===== src/rtl/axi_stream_video_pkg.sv =====
// Shared types and constants for the AXI-Stream video pattern source.
// Pixel, pattern and FSM encodings plus the colour-bar palette.
package axi_stream_video_pkg;

  typedef logic [23:0] pixel_t;

  typedef enum logic [1:0] {
    BARS    = 2'd0,
    RAMP    = 2'd1,
    CHECKER = 2'd2,
    SOLID   = 2'd3
  } pattern_e;

  typedef enum logic [1:0] {
    IDLE   = 2'd0,
    ACTIVE = 2'd1,
    GAP    = 2'd2
  } state_e;

  localparam pixel_t BAR_COLOURS [8] = '{
    24'hFFFFFF, 24'hFFFF00, 24'h00FFFF, 24'h00FF00,
    24'hFF00FF, 24'hFF0000, 24'h0000FF, 24'h000000
  };

endpackage


===== src/rtl/axi_stream_pattern_gen.sv =====
// Combinational pixel generator: pattern, x, y, bar index, frame tag
// in; one RGB888 pixel out. No state, no arithmetic beyond selection.
module axi_stream_pattern_gen
  import axi_stream_video_pkg::*;
(
  input  pattern_e    pattern,
  input  logic [7:0]  x,
  input  logic [7:0]  y,
  input  logic [2:0]  bar,
  input  logic [7:0]  tag,
  output pixel_t      pixel
);

  logic unused_ok;
  assign unused_ok = ^{y[7:4], y[2:0]};

  always_comb begin
    pixel = '0;
    unique case (pattern)
      BARS:    pixel = BAR_COLOURS[bar];
      RAMP:    pixel = {x, x, x};
      CHECKER: pixel = (x[3] ^ y[3]) ? 24'hFFFFFF : 24'h000000;
      SOLID:   pixel = {tag, 8'h00, 8'hFF};
      default: pixel = '0;
    endcase
  end

endmodule


===== src/rtl/axi_stream_pattern_source.sv =====
// AXI-Stream raster test-pattern master (tuser = SOF, tlast = EOL/EOF).
// Ports: clk/rst_n, enable, pattern_sel, m_axis_*, frame_count, busy.
module axi_stream_pattern_source
  import axi_stream_video_pkg::*;
#(
  parameter int DATA_WIDTH = 24,
  parameter int H_ACTIVE   = 640,
  parameter int V_ACTIVE   = 480,
  parameter int TLAST_MODE = 0,
  parameter int FRAME_GAP  = 0
) (
  input  logic                  clk,
  input  logic                  rst_n,
  input  logic                  enable,
  input  logic [1:0]            pattern_sel,
  output logic [DATA_WIDTH-1:0] m_axis_tdata,
  output logic                  m_axis_tvalid,
  output logic                  m_axis_tlast,
  output logic                  m_axis_tuser,
  input  logic                  m_axis_tready,
  output logic [31:0]           frame_count,
  output logic                  busy
);

  localparam int XW = $clog2(H_ACTIVE + 1);
  localparam int YW = $clog2(V_ACTIVE + 1);
  localparam int GW = $clog2(FRAME_GAP + 2);
  localparam int BAR_W = (H_ACTIVE / 8 > 1) ? H_ACTIVE / 8 : 1;

  localparam logic [XW-1:0] X_LAST = XW'(H_ACTIVE - 1);
  localparam logic [YW-1:0] Y_LAST = YW'(V_ACTIVE - 1);
  localparam logic [XW-1:0] B_LAST = XW'(BAR_W - 1);
  localparam logic [GW-1:0] G_LAST =
    GW'((FRAME_GAP > 0) ? FRAME_GAP - 1 : 0);

  state_e          state_q, state_d;
  logic [XW-1:0]   x_q, x_d;
  logic [YW-1:0]   y_q, y_d;
  logic [2:0]      bar_q, bar_d;
  logic [XW-1:0]   bcnt_q, bcnt_d;
  pattern_e        pat_q, pat_d;
  logic [7:0]      tag_q, tag_d;
  logic [GW-1:0]   gap_q, gap_d;
  logic [31:0]     fc_d;
  logic            valid_d;
  logic            load;
  logic            start;
  logic            fire;
  logic            x_end;
  logic            y_end;
  logic            last_d;
  logic            user_d;
  pixel_t          pix;

  assign fire  = m_axis_tvalid && m_axis_tready;
  assign x_end = (x_q == X_LAST);
  assign y_end = (y_q == Y_LAST);

  always_comb begin
    state_d = state_q;
    x_d     = x_q;
    y_d     = y_q;
    bar_d   = bar_q;
    bcnt_d  = bcnt_q;
    pat_d   = pat_q;
    tag_d   = tag_q;
    gap_d   = gap_q;
    fc_d    = frame_count;
    valid_d = m_axis_tvalid;
    load    = 1'b0;
    start   = 1'b0;
    unique case (state_q)
      IDLE: begin
        if (enable) start = 1'b1;
      end
      ACTIVE: begin
        if (fire) begin
          if (x_end && y_end) begin
            fc_d = frame_count + 32'd1;
            if (FRAME_GAP > 0) begin
              state_d = GAP;
              gap_d   = '0;
              valid_d = 1'b0;
            end else if (enable) begin
              start = 1'b1;
            end else begin
              state_d = IDLE;
              valid_d = 1'b0;
            end
          end else begin
            load = 1'b1;
            if (x_end) begin
              x_d    = '0;
              y_d    = y_q + 1'b1;
              bar_d  = '0;
              bcnt_d = '0;
            end else begin
              x_d = x_q + 1'b1;
              // bar index saturates at the last bar
              if (bar_q != 3'd7) begin
                if (bcnt_q == B_LAST) begin
                  bar_d  = bar_q + 3'd1;
                  bcnt_d = '0;
                end else begin
                  bcnt_d = bcnt_q + 1'b1;
                end
              end
            end
          end
        end
      end
      GAP: begin
        if (gap_q == G_LAST) begin
          if (enable) start = 1'b1;
          else state_d = IDLE;
        end else begin
          gap_d = gap_q + 1'b1;
        end
      end
      default: state_d = IDLE;
    endcase
    if (start) begin
      state_d = ACTIVE;
      x_d     = '0;
      y_d     = '0;
      bar_d   = '0;
      bcnt_d  = '0;
      pat_d   = pattern_e'(pattern_sel);
      // solid pattern carries the count as seen at SOF
      tag_d   = fc_d[7:0];
      valid_d = 1'b1;
      load    = 1'b1;
    end
  end

  assign last_d = (x_d == X_LAST) &&
                  (TLAST_MODE == 0 || y_d == Y_LAST);
  assign user_d = (x_d == '0) && (y_d == '0);

  axi_stream_pattern_gen u_gen (
    .pattern (pat_d),
    .x       (8'(x_d)),
    .y       (8'(y_d)),
    .bar     (bar_d),
    .tag     (tag_d),
    .pixel   (pix)
  );

  always_ff @(posedge clk or negedge rst_n) begin
    if (!rst_n) begin
      state_q       <= IDLE;
      x_q           <= '0;
      y_q           <= '0;
      bar_q         <= '0;
      bcnt_q        <= '0;
      pat_q         <= BARS;
      tag_q         <= '0;
      gap_q         <= '0;
      frame_count   <= '0;
      busy          <= 1'b0;
      m_axis_tvalid <= 1'b0;
      m_axis_tdata  <= '0;
      m_axis_tlast  <= 1'b0;
      m_axis_tuser  <= 1'b0;
    end else begin
      state_q       <= state_d;
      x_q           <= x_d;
      y_q           <= y_d;
      bar_q         <= bar_d;
      bcnt_q        <= bcnt_d;
      pat_q         <= pat_d;
      tag_q         <= tag_d;
      gap_q         <= gap_d;
      frame_count   <= fc_d;
      busy          <= (state_d != IDLE);
      m_axis_tvalid <= valid_d;
      if (load) begin
        m_axis_tdata <= DATA_WIDTH'(pix);
        m_axis_tlast <= last_d;
        m_axis_tuser <= user_d;
      end
    end
  end

endmodule


===== config.mk =====
export PLATFORM = sky130hd
export DESIGN_NAME = axi_stream_pattern_source
export DESIGN_NICKNAME = d
export VERILOG_FILES = /design/src/rtl/axi_stream_video_pkg.sv /design/src/rtl/axi_stream_pattern_gen.sv /design/src/rtl/axi_stream_pattern_source.sv
export SDC_FILE = /design/constraint.sdc
export NUM_CORES = 1
export LEC_CHECK = 0
export CORE_MARGIN = 3
export CORE_UTILIZATION = 41
export CTS_CLUSTER_DIAMETER = 200
export CTS_CLUSTER_SIZE = 16
export DETAILED_ROUTE_END_ITERATION = 8
export GPL_ROUTABILITY_DRIVEN = 1
export HOLD_SLACK_MARGIN = 0.06
export PLACE_DENSITY_LB_ADDON = 0.3
export SLEW_MARGIN = 0
export SYNTH_ARGS = -nofsm -noshare
export SYNTH_HDL_FRONTEND = slang
export SYNTH_SLANG_ARGS = --single-unit

===== constraint.sdc =====
create_clock -name clk -period 8.2 [get_ports clk]
set_input_delay 0.82 -clock clk [delete_from_list [all_inputs] [get_ports clk]]
set_output_delay 0.82 -clock clk [all_outputs]
set_load 0.005 [all_outputs]

**Word-level counts from Yosys, hierarchy flattened**

Memories as Yosys holds them, arrays and structs flattened.
Index checks and enable logic that the tools add are counted.

- Add/subtract/negate cells: 6
- Multipliers: 0
- Div/mod/pow operators: 0
- Magnitude comparators: 1
- Equality and inequality tests: 12
- Shift-type cells: 0
- Multiplexer cells: 54
- Bitwise gates (word level): 2
- Reductions and logical operators: 15

Operator list:

| cell | number |
|---|---|
| $mux 10 | 12 |
| $pmux 24 s4 | 1 |
| $mux 24 | 3 |
| $mux 9 | 5 |
| $add 32x1->32 const B | 1 |
| $mux 8 | 4 |
| $mux 3 | 7 |
| $add 10x1->10 const B | 2 |
| $eq 10x10->1 const B | 2 |
| $mux 1 | 14 |
| $mux 2 | 6 |
| $eq 10x7->1 const B | 1 |
| $logic_not 10->1 | 1 |
| $add 9x1->9 const B | 1 |
| $eq 9x9->1 const B | 1 |
| $logic_not 9->1 | 1 |
| $reduce_and 4->1 | 2 |
| $reduce_bool 2->1 | 4 |
| $eq 2x2->1 const B | 3 |
| $pmux 2 s3 | 1 |
| $eq 2x1->1 const B | 2 |
| $ge 4x4->1 const B | 1 |
| $logic_not 2->1 | 2 |
| $not 3->4 | 1 |
| other kinds (10) | 12 |

- Flip-flop bits (word level): 105
- Bits in latches: 0
- Bits in writable memories: 0
- Memory bits (read-only): 192
- Input bits: 6
- Output and inout port bits: 60
- Word-level logic and storage cells: 106
- Memories kept: 1

Memories:

| memory | words | width | read ports | clocked after memory_dff | wr ports | RTL line | text |
|---|---|---|---|---|---|---|---|
| (no name shown) | 8 | 24 | 1 | 0 | 0 | axi_stream_pattern_gen.sv:20 | `BARS: pixel = BAR_COLOURS[bar];` |

**Logic depth before layout (Yosys ltp)**

- Depth after elaboration: 13
- Gate-level depth with buffers: 10
- Mapped depth without buffers: 8

**Modules after synthesis**

From an unflattened synthesis, not the netlist that was laid out.

- Cell total of the unflattened synthesis: 575
- Area total of the unflattened synthesis: 5366.4 µm²

Modules (own cells, without submodules):

| module | instances | cells each | area each (µm²) | sequential area each (µm²) |
|---|---|---|---|---|
| axi_stream_pattern_source | 1 | 521 | 4947.2 | 2602.5 |
| axi_stream_pattern_gen | 1 | 54 | 419.2 | 0.0 |

**Worst setup path before layout**

No wires, ideal clock.

- Path type: input port to flip-flop
- Start point: input port m_axis_tready
- End point: register m_axis_tdata[15]
- Library setup time: 0.082 ns
- Arrival: 2.882 ns
- Required time: 8.118 ns
- Path slack: 5.236 ns
- Stages on the path: 9
- Path buffers: 2
- Path through: and4b_1 -> buf_6 -> nand4_4 -> or4_4 -> a221o_1 -> a2111oi_2 -> o21ba_1 -> buf_6 -> a31oi_1

- Longest elaborated chain between the ends: 9
- Elaborated cells on any way between the ends: 27
- Classes of those cells: eq/ne: 3; mux: 19; bitwise: 2; reduce/logical: 2; memory: 1

RTL lines:

| what | RTL line | text |
|---|---|---|
| from (decl) | axi_stream_pattern_source.sv:20 | `input logic m_axis_tready,` |
| $logic_and 1x1->1 * | axi_stream_pattern_source.sv:55 | `assign fire = m_axis_tvalid && m_axis_tready;` |
| $mux 1 / $mux 3 (equally long branches) | axi_stream_pattern_source.sv:77 | `if (fire) begin` |
| $pmux 1 s3 / $mux 3 (equally long branches) | axi_stream_pattern_source.sv:72 | `unique case (state_q)` |
| $mux 3 | axi_stream_pattern_source.sv:122 | `if (start) begin` |
| $not 3->4 (implied by the code) | axi_stream_pattern_gen.sv:20 |  |
| $mem_v2 8x24 | - |  |
| $mux 24 (implied by the code) (2 in a row) | axi_stream_pattern_gen.sv:20 |  |
| $pmux 24 s4 | axi_stream_pattern_gen.sv:19 | `unique case (pattern)` |
| to (signal assigned) | axi_stream_pattern_source.sv:178 | `m_axis_tdata <= DATA_WIDTH'(pix);` |
| to (decl) | axi_stream_pattern_source.sv:16 | `output logic [DATA_WIDTH-1:0] m_axis_tdata,` |

Every way passes the cells marked *; elsewhere a longest branch is shown, timed or not. The select of a mux whose other input is x is not followed.
A chain may end at the register's enable or synchronous reset.

**Worst setup path after layout**

- Start point: input port m_axis_tready
- End point: register m_axis_tdata[7]

Same word-level chain as after synthesis.

==> flow_results.xml <==
<?xml version="1.0" encoding="UTF-8"?>
<metrics>
  <group name="job">
    <metric name="cap_violations" unit="">0</metric>
  </group>
  <group name="route">
    <metric name="routed-via-count" unit="">4309</metric>
    <metric name="antenna_violating_nets_post_route" unit="">0</metric>
    <metric name="wl_met1" unit="mm">5.92</metric>
    <metric name="dr.first_iter.drc_count" unit="">308</metric>
    <metric name="route.top_layer_used" unit="">met4</metric>
    <metric name="post-route-drc-count" unit="">0</metric>
    <metric name="routed_wirelength" unit="mm">12.9</metric>
    <metric name="first_pass_iters" unit="">4</metric>
    <metric name="met3_wirelength" unit="um">655</metric>
    <metric name="wl_per_cell" unit="um">16.6</metric>
    <metric name="met2RoutedLength" unit="mm">6.10</metric>
    <metric name="avgViaCountPerCell" unit="">5.57</metric>
  </group>
  <group name="worst_setup_path">
    <metric name="critical_path.cell_chain" unit="">clkdlybuf4s50_1 &gt; nand4b_1 &gt; nor4_4 &gt; nand2_1 &gt; a21oi_2 &gt; buf_4 &gt; a2111oi_2 &gt; or4b_1 &gt; o22a_1</metric>
    <metric name="cp-end-kind" unit="">register</metric>
    <metric name="critPathRequiredTime" unit="ns">8.44</metric>
    <metric name="critical_path_peak_fanout" unit="">26</metric>
    <metric name="worst_setup_path_start_kind" unit="">primary input</metric>
    <metric name="rr_worst_depth" unit="">8</metric>
    <metric name="class_of_the_most_critical_setup_path" unit="">in -&gt; reg</metric>
    <metric name="worst-endpoint-arrival" unit="ns">4.11</metric>
    <metric name="timing.critical_path.slowest_stage_cell" unit="">sky130_fd_sc_hd__or4b_1</metric>
    <metric name="critPathMaxStageDelay" unit="ns">0.72</metric>
  </group>
  <group name="sta">
    <metric name="worst_clock_skew" unit="ns">0.0101</metric>
    <metric name="timing.final.setup_violations" unit="">0</metric>
    <metric name="slew_headroom" unit="%">25.4</metric>
    <metric name="count_of_final_max_slew_check_failures" unit="">0</metric>
    <metric name="report.final.hold_viol_count" unit="">0</metric>
    <metric name="period_share" unit="%">47.3</metric>
    <metric name="final_critical_path_setup_slack" unit="ns">4.32</metric>
    <metric name="tns" unit="ns">0</metric>
    <metric name="max_freq" unit="MHz">258</metric>
    <metric name="final.min_clock_period" unit="ns">3.88</metric>
    <metric name="timing_worst_slew_pin_value" unit="ns">1.12</metric>
    <metric name="rsz0062_at_grt" unit="">false</metric>
  </group>
  <group name="yosys">
    <metric name="synth_simple_gate_area_share" unit="%">25.1</metric>
    <metric name="post_synth_instance_area" unit="sq um">5250</metric>
    <metric name="synthMuxAreaShare" unit="%">1.67</metric>
    <metric name="synth_compound_gate_area_share" unit="%">12.7</metric>
    <metric name="ys_dominant_reg_cell" unit="">sky130_fd_sc_hd__dfrtp_1</metric>
    <metric name="synth-async-reset-ratio" unit="%">100</metric>
    <metric name="yosys_warnings" unit="">0</metric>
    <metric name="synth_enable_flop_cells" unit="">0</metric>
    <metric name="yosys.area_share.adder" unit="%">1.43</metric>
    <metric name="synth_cell_types" unit="">70</metric>
    <metric name="synth_sequential_area_ratio" unit="%">49.5</metric>
    <metric name="synth.avg_cell_area" unit="sq um">9.71</metric>
    <metric name="synth_xor_xnor_area_share" unit="%">7.00</metric>
    <metric name="ys_ff_latch" unit="">104</metric>
    <metric name="synth_top_family_by_area" unit="">simple AND/OR/NAND/NOR gates</metric>
    <metric name="postSynthCellCount" unit="">541</metric>
    <metric name="synth.net_count" unit="">553</metric>
  </group>
  <group name="run_status">
    <metric name="outcome" unit="">complete, no violations</metric>
  </group>
  <group name="placement">
    <metric name="port_buffers" unit="">65</metric>
    <metric name="gp_congestion" unit="">0.916</metric>
    <metric name="placedInstanceArea" unit="sq um">6040</metric>
    <metric name="dp_worst_setup_slack" unit="ns">3.98</metric>
    <metric name="place_hpwl" unit="mm">9.39</metric>
  </group>
  <group name="cts">
    <metric name="cts_post_setup_buffers_inserted" unit="">0</metric>
    <metric name="cts_tree" unit="">built</metric>
    <metric name="clkLatencyLatePin" unit="ns">0.35</metric>
    <metric name="tritoncts.num_buffers" unit="">9</metric>
    <metric name="htreeDepth" unit="">3</metric>
    <metric name="cts.reportedPaths.clkPinSlew" unit="ns">0.07</metric>
    <metric name="quantity_of_gates_resized_following_cts" unit="">0</metric>
    <metric name="cts_sinks" unit="">104</metric>
    <metric name="ctsRootBufferMaster" unit="">sky130_fd_sc_hd__clkbuf_16</metric>
    <metric name="cts_max_path_buffers" unit="">2</metric>
    <metric name="holdBufCountCts" unit="">0</metric>
  </group>
  <group name="die">
    <metric name="die_width" unit="um">119</metric>
    <metric name="start_util" unit="%">42.8</metric>
    <metric name="pin_count" unit="">66</metric>
    <metric name="placement_rows" unit="">40</metric>
    <metric name="floorplan.die_area" unit="sq um">14200</metric>
    <metric name="design.core.area" unit="sq um">12300</metric>
    <metric name="floorplan.die.height" unit="um">119</metric>
  </group>
  <group name="layout">
    <metric name="final_layout_size_suffix_gt1_share" unit="%">6.77</metric>
    <metric name="post_route_standard_cell_area_excluding_fillers" unit="sq um">6360</metric>
    <metric name="area_growth_syn_to_layout" unit="%">21.0</metric>
    <metric name="insertedDiodeCount" unit="">0</metric>
    <metric name="number_of_nets_in_the_finished_design" unit="">613</metric>
    <metric name="final_core_util" unit="%">51.8</metric>
  </group>
  <group name="power_and_ir_drop">
    <metric name="power.ir.vdd_worst" unit="mV">0.197</metric>
    <metric name="p_leak" unit="nW">2.70</metric>
    <metric name="p_per_area" unit="nW/um^2">219</metric>
  </group>
  <group name="worst_hold_path">
    <metric name="holdCritPathClass" unit="">in -&gt; async</metric>
  </group>
  <group name="global_routing">
    <metric name="grt_pass1_vias" unit="">4192</metric>
    <metric name="number_of_antenna_violations_at_the_first_check_in_global_routing" unit="">0</metric>
    <metric name="maximum_number_of_pins_on_one_net_before_global_route_repair" unit="">68</metric>
    <metric name="grt_overflow_total" unit="">0</metric>
    <metric name="grt_first_pass_wirelength" unit="mm">21.5</metric>
    <metric name="gr-usage-all-layers" unit="%">18.7</metric>
  </group>
</metrics>
-- worst paths after layout --
kind | startpoint | endpoint | slack [ns]
setup / recovery | m_axis_tready | m_axis_tdata[7]$_DFFE_PN0P_ | 4.32
hold reg to reg | frame_count[31]$_DFFE_PN0P_ | frame_count[31]$_DFFE_PN0P_ | 0.47
max in group asynchronous | rst_n | m_axis_tdata[9]$_DFFE_PN0P_ | 6.57
hold / removal | rst_n | frame_count[31]$_DFFE_PN0P_ | 0.42
min in group clk | frame_count[31]$_DFFE_PN0P_ | frame_count[31]$_DFFE_PN0P_ | 0.47
setup reg to reg | y_q[0]$_DFF_PN0_ | m_axis_tuser$_DFFE_PN0P_ | 4.50
-- synthesized netlist by cell type, drive strengths merged (2+ instances only) --
| library cell | n | area share, % |
|---|---|---|
| dfrtp | 104 | 50 |
| xor2 | 15 | 2.5 |
| or4b | 3 | 0.57 |
| a21o | 2 | 0.29 |
| inv | 11 | 0.79 |
| or3 | 4 | 0.48 |
| nor3 | 13 | 1.3 |
| mux2 | 6 | 1.3 |
| or4 | 2 | 0.36 |
| nand2b | 6 | 0.71 |
| nand4 | 12 | 1.7 |
| and2 | 11 | 1.3 |
| or2 | 4 | 0.48 |
| o21ai | 25 | 2.4 |
| o31ai | 8 | 1.1 |
| a31oi | 20 | 2.4 |
| nor2 | 53 | 3.8 |
| ha | 6 | 1.4 |
| nor2b | 5 | 0.60 |
| nor4 | 5 | 1.0 |
| nand3 | 25 | 2.5 |
| o22a | 8 | 1.3 |
| nand4b | 6 | 1.0 |
| o311ai | 2 | 0.33 |
| xnor2 | 27 | 4.5 |
| mux2i | 2 | 0.38 |
| buf | 5 | 0.69 |
| a21oi | 17 | 1.7 |
| and3 | 19 | 2.3 |
| nand2 | 70 | 5.0 |
| a22oi | 5 | 0.71 |
| clkbuf | 14 | 1.0 |
| and4 | 4 | 0.69 |
| o21a | 2 | 0.29 |
| a32o | 2 | 0.38 |
-- metal layers --
metal | vias up | GRT usage [%]
met1 | 2129 | 25.4
li1 | 2058 | -
met3 | 17 | 5.37
met5 | - | 0
met4 | 0 | 4.92
met2 | 105 | 29.4
-- final cells by class --
| cell class | instances | area, sq um |
|---|---|---|
| clock buffer | 12 | 236 |
| tap | 168 | 210 |
| inverter | 11 | 41.3 |
| clock inverter | 4 | 77.6 |
| multi-input combinational | 407 | 2520 |
| fill | 1143 | 5910 |
| timing repair buffer | 68 | 668 |
| sequential | 104 | 2600 |
-- power by group --
group / internal, W / switching (W)
Combinational: 0.000156 / 0.000139
Sequential: 0.000582 / 0.0000580
Clock: 0.000270 / 0.000188
-- sequential cells by signal, indices dropped and copies added (netlist names) --
name           flops
state_q            2
m_axis_tvalid      1
bar_q              3
busy               1
bcnt_q            10
pat_q              2
m_axis_tlast       1
y_q                9
m_axis_tdata      24
frame_count       32
tag_q              8
m_axis_tuser       1
x_q               10
-- cell families (layout without fill, tap and decap cells) --
family / count (synthesis) / in the layout
AOI/OAI and AO/OA: 101 / 101
xor gates and xnor gates: 42 / 42
adders and majority gates: 6 / 6
buffers and inverters: 30 / 95
DFF: 104 / 104
muxes: 8 / 8
other: 1 / 1
and+or+nand+nor: 249 / 249
-- layout by cell type, fill, tap and decap left out, types with 9 or more instances in the layout --
cell	Yosys	routed
sky130_fd_sc_hd__nor3_1	12	12
sky130_fd_sc_hd__and3_1	18	18
sky130_fd_sc_hd__and2_1	9	9
sky130_fd_sc_hd__inv_1	11	11
sky130_fd_sc_hd__nand3_1	24	24
sky130_fd_sc_hd__nor2_1	53	53
sky130_fd_sc_hd__clkbuf_16	0	9
sky130_fd_sc_hd__a31oi_1	20	20
sky130_fd_sc_hd__dfrtp_1	104	104
sky130_fd_sc_hd__nand4_1	11	11
sky130_fd_sc_hd__a21oi_1	16	16
sky130_fd_sc_hd__nand2_1	70	70
sky130_fd_sc_hd__xnor2_1	27	27
sky130_fd_sc_hd__o21ai_0	23	23
sky130_fd_sc_hd__clkdlybuf4s50_1	0	64
sky130_fd_sc_hd__xor2_1	15	15
-- metrics by stage --
step / instances / power [W] / hold WS (ns)
after CTS: 773 / 0.00141 / 0.446
after detailed placement: 757 / 0.000945 / 0.465
after global placement: 757 / 0.000938 / 0.456
final: 774 / 0.00139 / 0.421
after floorplan: 541 / 0.000781 / 0.441
after global routing: 774 / 0.00147 / 0.451
-- worst max-delay path, delay by kind of cell --
kind	cells	cell delay, ns
AO/OA/AOI/OAI	3	0.56
buffers and inverters	2	0.88
AND/OR/NAND/NOR	4	1.84
Note: power is estimated with default switching activity, not from simulation.
